[src/rtl/keypad_entry.sv]
// rtl/keypad_entry.sv - scanned 4x4 keypad with debounce and decimal number entry
module keypad_entry #(
    parameter int SCAN_DIV        = 10000,
    parameter int DEBOUNCE_FRAMES = 3
) (
    input  logic        clk,
    input  logic        rst_n,
    input  logic [3:0]  col_n,
    output logic [3:0]  row_n,
    output logic [31:0] value,
    output logic [3:0]  count,
    output logic        overflow,
    output logic [31:0] result,
    output logic        result_valid
);
    localparam int DIV_W = (SCAN_DIV > 1) ? $clog2(SCAN_DIV) : 1;
    localparam int STB_W = $clog2(DEBOUNCE_FRAMES + 1);
    localparam logic [DIV_W-1:0] DIV_LAST = DIV_W'(SCAN_DIV - 1);
    localparam logic [STB_W:0]   STB_DONE = (STB_W + 1)'(DEBOUNCE_FRAMES);

    localparam logic [3:0] CODE_STAR = 4'd14;
    localparam logic [3:0] CODE_HASH = 4'd15;

    typedef enum logic [1:0] {
        RELEASED,
        PRESS_WAIT,
        HELD,
        RELEASE_WAIT
    } state_t;

    logic [DIV_W-1:0] div;
    logic [1:0]       r;
    logic             tick;
    logic [1:0]       acc_cnt;
    logic [3:0]       acc_pos;
    logic [3:0]       col_low;
    logic [2:0]       n_low;
    logic [2:0]       frame_sum;
    logic [1:0]       c_idx;
    logic [3:0]       frame_pos;
    logic [3:0]       frame_code;
    logic             frame_done;
    logic             frame_none;
    logic             frame_key;
    state_t           state, state_d;
    logic [STB_W-1:0] stable, stable_d;
    logic [STB_W:0]   stable_inc;
    logic [3:0]       cand, cand_d;
    logic             fire;
    logic             evt;
    logic [3:0]       evt_code;

    assign tick  = (div == DIV_LAST);
    assign row_n = ~(4'b0001 << r);

    // Row dwell divider and row index
    always_ff @(posedge clk or negedge rst_n) begin
        if (!rst_n) begin
            div <= '0;
            r   <= 2'd0;
        end else if (tick) begin
            div <= '0;
            r   <= r + 2'd1;
        end else begin
            div <= div + DIV_W'(1);
        end
    end

    // Combine this row's columns with what the frame has seen so far
    always_comb begin
        col_low   = ~col_n;
        n_low     = {2'b0, col_low[0]} + {2'b0, col_low[1]} + {2'b0, col_low[2]} + {2'b0, col_low[3]};
        frame_sum = {1'b0, acc_cnt} + n_low;
        c_idx     = col_low[0] ? 2'd0 : col_low[1] ? 2'd1 : col_low[2] ? 2'd2 : 2'd3;
        frame_pos = (n_low != 3'd0) ? {r, c_idx} : acc_pos;
        case (frame_pos)
            4'd0:    frame_code = 4'd1;
            4'd1:    frame_code = 4'd2;
            4'd2:    frame_code = 4'd3;
            4'd3:    frame_code = 4'd10;
            4'd4:    frame_code = 4'd4;
            4'd5:    frame_code = 4'd5;
            4'd6:    frame_code = 4'd6;
            4'd7:    frame_code = 4'd11;
            4'd8:    frame_code = 4'd7;
            4'd9:    frame_code = 4'd8;
            4'd10:   frame_code = 4'd9;
            4'd11:   frame_code = 4'd12;
            4'd12:   frame_code = CODE_STAR;
            4'd13:   frame_code = 4'd0;
            4'd14:   frame_code = CODE_HASH;
            default: frame_code = 4'd13;
        endcase
        frame_done = tick && (r == 2'd3);
        frame_none = frame_done && (frame_sum == 3'd0);
        frame_key  = frame_done && (frame_sum == 3'd1);
    end

    // Per-frame low-bit accumulator; saturates at 2 since only "many" matters
    always_ff @(posedge clk or negedge rst_n) begin
        if (!rst_n) begin
            acc_cnt <= 2'd0;
            acc_pos <= 4'd0;
        end else if (tick) begin
            if (r == 2'd3) begin
                acc_cnt <= 2'd0;
                acc_pos <= 4'd0;
            end else begin
                acc_cnt <= (frame_sum >= 3'd2) ? 2'd2 : frame_sum[1:0];
                acc_pos <= frame_pos;
            end
        end
    end

    // Debounce state register
    always_ff @(posedge clk or negedge rst_n) begin
        if (!rst_n) begin
            state  <= RELEASED;
            stable <= '0;
            cand   <= 4'd0;
        end else begin
            state  <= state_d;
            stable <= stable_d;
            cand   <= cand_d;
        end
    end

    // Debounce next-state; acts only on frame boundaries
    always_comb begin
        state_d    = state;
        stable_d   = stable;
        cand_d     = cand;
        fire       = 1'b0;
        stable_inc = {1'b0, stable} + 1'b1;
        if (frame_done) begin
            case (state)
                RELEASED: begin
                    if (frame_key) begin
                        state_d  = PRESS_WAIT;
                        cand_d   = frame_code;
                        stable_d = STB_W'(1);
                    end
                end
                PRESS_WAIT: begin
                    if (frame_key) begin
                        if (frame_code != cand) begin
                            cand_d   = frame_code;
                            stable_d = STB_W'(1);
                        end else if (stable_inc >= STB_DONE) begin
                            state_d  = HELD;
                            stable_d = '0;
                            fire     = 1'b1;
                        end else begin
                            stable_d = stable_inc[STB_W-1:0];
                        end
                    end else begin
                        state_d  = RELEASED;
                        stable_d = '0;
                    end
                end
                HELD: begin
                    if (frame_none) begin
                        state_d  = RELEASE_WAIT;
                        stable_d = STB_W'(1);
                    end
                end
                default: begin
                    if (!frame_none) begin
                        state_d  = HELD;
                        stable_d = '0;
                    end else if (stable_inc >= STB_DONE) begin
                        state_d  = RELEASED;
                        stable_d = '0;
                    end else begin
                        stable_d = stable_inc[STB_W-1:0];
                    end
                end
            endcase
        end
    end

    // Register the accepted key so the entry logic sees it one cycle later
    always_ff @(posedge clk or negedge rst_n) begin
        if (!rst_n) begin
            evt      <= 1'b0;
            evt_code <= 4'd0;
        end else begin
            evt      <= fire;
            evt_code <= cand;
        end
    end

    // Decimal entry, clear and enter handling
    always_ff @(posedge clk or negedge rst_n) begin
        if (!rst_n) begin
            value        <= 32'd0;
            count        <= 4'd0;
            overflow     <= 1'b0;
            result       <= 32'd0;
            result_valid <= 1'b0;
        end else begin
            result_valid <= 1'b0;
            if (evt) begin
                if (evt_code <= 4'd9) begin
                    if (count < 4'd9) begin
                        value <= (value << 3) + (value << 1) + {28'd0, evt_code};
                        count <= count + 4'd1;
                    end else begin
                        overflow <= 1'b1;
                    end
                end else if (evt_code == CODE_STAR) begin
                    value    <= 32'd0;
                    count    <= 4'd0;
                    overflow <= 1'b0;
                end else if (evt_code == CODE_HASH && count != 4'd0) begin
                    result       <= value;
                    result_valid <= 1'b1;
                    value        <= 32'd0;
                    count        <= 4'd0;
                    overflow     <= 1'b0;
                end
            end
        end
    end
endmodule

[config.mk]
export PLATFORM = sky130hd
export DESIGN_NAME = keypad_entry
export DESIGN_NICKNAME = d
export VERILOG_FILES = /design/src/rtl/keypad_entry.sv
export SDC_FILE = /design/constraint.sdc
export NUM_CORES = 1
export LEC_CHECK = 0
export CORE_MARGIN = 2
export CORE_UTILIZATION = 57
export CTS_CLUSTER_SIZE = 25
export DETAILED_ROUTE_END_ITERATION = 12
export PLACE_DENSITY = 0.81
export RECOVER_POWER = 25
export SYNTH_ARGS = -nofsm -noshare
export SYNTH_HDL_FRONTEND = slang
export SYNTH_SLANG_ARGS = --single-unit
[constraint.sdc]
create_clock -name clk -period 3.5 [get_ports clk]
set_clock_uncertainty 0.15 [all_clocks]
set_input_delay 0.7 -clock clk [delete_from_list [all_inputs] [get_ports clk]]
set_output_delay 0.7 -clock clk [all_outputs]
set_load 0.05 [all_outputs]
==> metrics.md <==
| Metric | Value |
|---|---|
| Worst Hold Class | flop to flop |
| Vias in the first global route | 5740 |
| Max_cap viols | 1 |
| Die ar. | 12600 um^2 |
| CP max-delay cell | fa_1 |
| Worst-Margin Slew | about 2400 ps |
| Rel. slew slack | -59.9% |
| Logic pwr share | about an eighth |
| TritonCTS clock tree | built |
| Leak | around 4.1 nW |
| CTS H-tree lvls | 3 |
| GRT Residual Overflow | 0 |
| Ports | 80 |
| Synth Cell Area | 6680 um^2 |
| Post-synthesis register bit count | 105 |
| Fillers | 822 |
| Post-route clock period utilization | 110% |
| Total power | 0.00260 W |
| Die height | 112 um |
| Sequential area share after synthesis | slightly below 40% |
| CP Data Required Time | 3600 ps |
| Layout Nets | ~860 |
| Critical Path, Cell by Cell | buf_8 > inv_4 > fa_1 > ha_4 > ha_4 > or3_4 > and3_4 > a21oi_4 > inv_2 > ha_4 > inv_2 > mux2i_2 > o21ai_2 > xor2_1 > nand4b_1 > a21oi_4 > mux2_4 |
| Final WL | 15100 um |
| Sw Share | about 24% |
| Core area | ~11000 um^2 |
| Startpoint class of the critical path | primary input |
| Worst vdd ir | ~0.00035 V |
| Row Count | 39 |
| PD cells | a little over 300 nW/um^2 |
| Initial Utilization | 58.5% |
| Post-Syn Instances | 664 |
| Synth async-reset ratio | 100% |
| Fin worst setup slack | -336 ps |
| Slew Limit Fails | 47 |
| Post-synthesis cell type count | between 60 and 70 |
| Post-synth EDFFs | 0 |
| Drt drc | 0 |
| Area Overhead vs Synth | 25.2% |
| Min Hold Slack | 276 ps |
| Synthesized net count | 752 |
| Vias per cell | between 5 and 6 |
| Worst Path Arrival | 3940 ps |
| # port buffers | slightly below 80 |
| WL per Instance | ~16 um |
| Synth top area cells | dfrtp_1, ha_1, mux2_2 |
| Initial antenna violation count | 0 |
| Met1 Resource Use GR | a little under a third |
| GRT Resource Usage Total | about 25% |
| Buf+Inv Stages, Crit Path | 4 |
| Vias | between 5000 and 6000 |
| Failing checks | capacitance limit, slew limit, setup timing |
| Status | finished, violations left |
| Most used DFF post-synth | dfrtp_1 |
| Area leader, netlist | dfrtp_1 |
| Worst-Skew Late Latency | between 300 and 400 ps |
| Layout cells sized above 1 | between 15 and 20% |
| TritonRoute pass-1 iters | 5 |
| Busiest grt layer | met2 |
| Largest net degree at the start of global routing | 61 |
| Final Setup Violations | 5 |
| CTS Buffer Depth | 2 |
| Ant diodes | 0 |
| 1st-iter DRT viols | roughly 340 |
| Crit path max-delay family | adder cells |
| Fmax | 0.261 GHz |
| DP Cell Count | 906 |
| Die X | between 100 and 150 um |
| Clock period minus final worst setup slack | ~3800 ps |
| M3 GR Usage | about 4% |
| Gpl congestion | ~0.86 |
| Crit end category | flop |
| Max FO, Critical Path | 3 |
| Syn avg cell area | between 10 and 15 um^2 |
| Root Driver | clkbuf_16 |
| Sink Count | 105 |
| Most frequent CP cell | ha_4 |
| TritonCTS buffer count | 9 |
| Reg clk slew, reported paths | roughly 70 ps |
| Top cell type's share of synthesized area | 39.3% |
| Final Hold Vio Count | 0 |
| Worst setup path class | primary input to flop |
| First-pass GRT wire length | roughly 26000 um |
| Final HPWL DP | roughly 11000 um |
| Crit path largest cell delay | ~570 ps |
| Met2 Use GR | ~45% |
| Yosys warning total | 0 |
| Psw | 0.000626 W |
| Clock share of power | 41.5% |
| Antenna Nets Post-Route | 0 |
| Internal power | between 0.0015 and 0.002 W |
| RSZ-0062 raised after global routing | yes |
| Layout Cells excl Fill | around 920 |
| Sequential power share | a little under half |
==> worst reg2reg max path, stage by stage (launching register included) <==
cell and delay (ps):
dfrtp_1 420, fa_1 450, ha_1 300, nor2b_1 160, o31a_1 250, o31a_1 270
o21ai_1 170, a211oi_1 100, buf_4 160, o31a_1 250, or3_1 310, a32o_1 250
==> sequential cells by signal, indices dropped and copies added (netlist names) <==
register      flops
div              14
evt_code          4
acc_cnt           2
result_valid      1
state             2
value            32
count             4
overflow          1
evt               1
result           32
cand              4
stable            2
acc_pos           4
r                 2
==> area by class of cell <==
class | count | area (um^2) | share of cell area, %
inverter | 32 | 130 | 1.56
clock buffer | 12 | 267 | 3.19
multi-input combinational | 502 | 3960 | 47.3
clock inverter | 4 | 48.8 | 0.583
sequential | 105 | 2630 | 31.4
tap | 143 | 179 | 2.14
timing repair buffer | 126 | 1160 | 13.8
==> final timing paths <==
kind,from,to,slack [ps],depth (start not counted)
min in group asynchronous,rst_n,value[14],910,1
max reg2reg,value[0],value[24],140,11
min,cand[3],evt_code[3],280,0
max in group asynchronous,rst_n,state[0],520,2
min reg2reg,cand[3],evt_code[3],280,0
max,col_n[0],state[1],-340,17
==> what timing repair did <==
action | CTS | global route
buffers inserted | 1 | 1
gates cloned | 0 | 0
pin swaps | 16 | 4
setup endpoints to repair | 9 | 11
hold buffers | 0 | 0
gates resized for setup | 29 | 11
==> cell usage in the layout (no fill, tap or decap), drive strengths merged, types with 6 or more instances in the layout <==
master / n
a211oi: 7
a21o: 16
a21oi: 36
a22o: 7
and3: 6
buf: 50
clkbuf: 13
clkdlybuf4s50: 75
dfrtp: 105
ha: 78
inv: 33
mux2: 35
mux2i: 7
nand2: 60
nand2b: 6
nand3: 13
nand4: 10
nor2: 40
nor3: 8
o21a: 8
o21ai: 45
o31ai: 8
or3: 7
xnor2: 17
xor2: 22
==> stage by stage <==
stage,worst slack (ps),instance area [um^2],TNS [ps],utilization [%]
3_3_place_gp,-1130,7960,-8590,69.7
4_1_cts,-247,8340,-455,73.0
5_1_grt,-480,8370,-10420,73.3
3_5_place_dp,-1280,7960,-9630,69.7
6_report,-336,8370,-958,73.3
2_1_floorplan,-651,6750,-2280,-
==> routing by layer <==
layer / up-vias / part of all wire (%) / wire length [um]
li1: 2624 / - / -
met1: 2701 / 43 / 6510
met2: 129 / 51 / 7700
met3: 27 / 3.7 / 557
met4: 0 / 2.1 / 310
met5: - / 0 / 0
==> cell usage after synthesis, types with 10 or more instances <==
cell      count
a21o_1       16
a21oi_1      35
clkbuf_1     23
dfrtp_1     105
ha_1         78
inv_1        32
mux2_2       32
nand2_1      60
nand3_1      13
nand4_1      10
nor2_1       39
o21ai_0      39
xnor2_1      17
xor2_1       22
==> power groups by stage <==
stage	logic [W]	registers, W	clock network (W)
after floorplan	0.000151	0.00124	0
after global placement	0.000247	0.00124	0
after detailed placement	0.000267	0.00124	0
after CTS	0.000287	0.00122	0.00109
after global routing	0.000334	0.00122	0.00114
final	0.000305	0.00122	0.00108
==> cell families (layout without fill, tap and decap cells) <==
logic type,count (synthesis),after routing,share of synthesized area [%]
compound gates,168,168,16.8
xor+xnor,39,39,5.11
fa+ha+maj,82,82,15.8
buf+inv,57,174,3.33
flops,105,105,39.3
mux,42,42,7.14
simple gates,171,171,12.5
(Power assumes the default switching activity.)
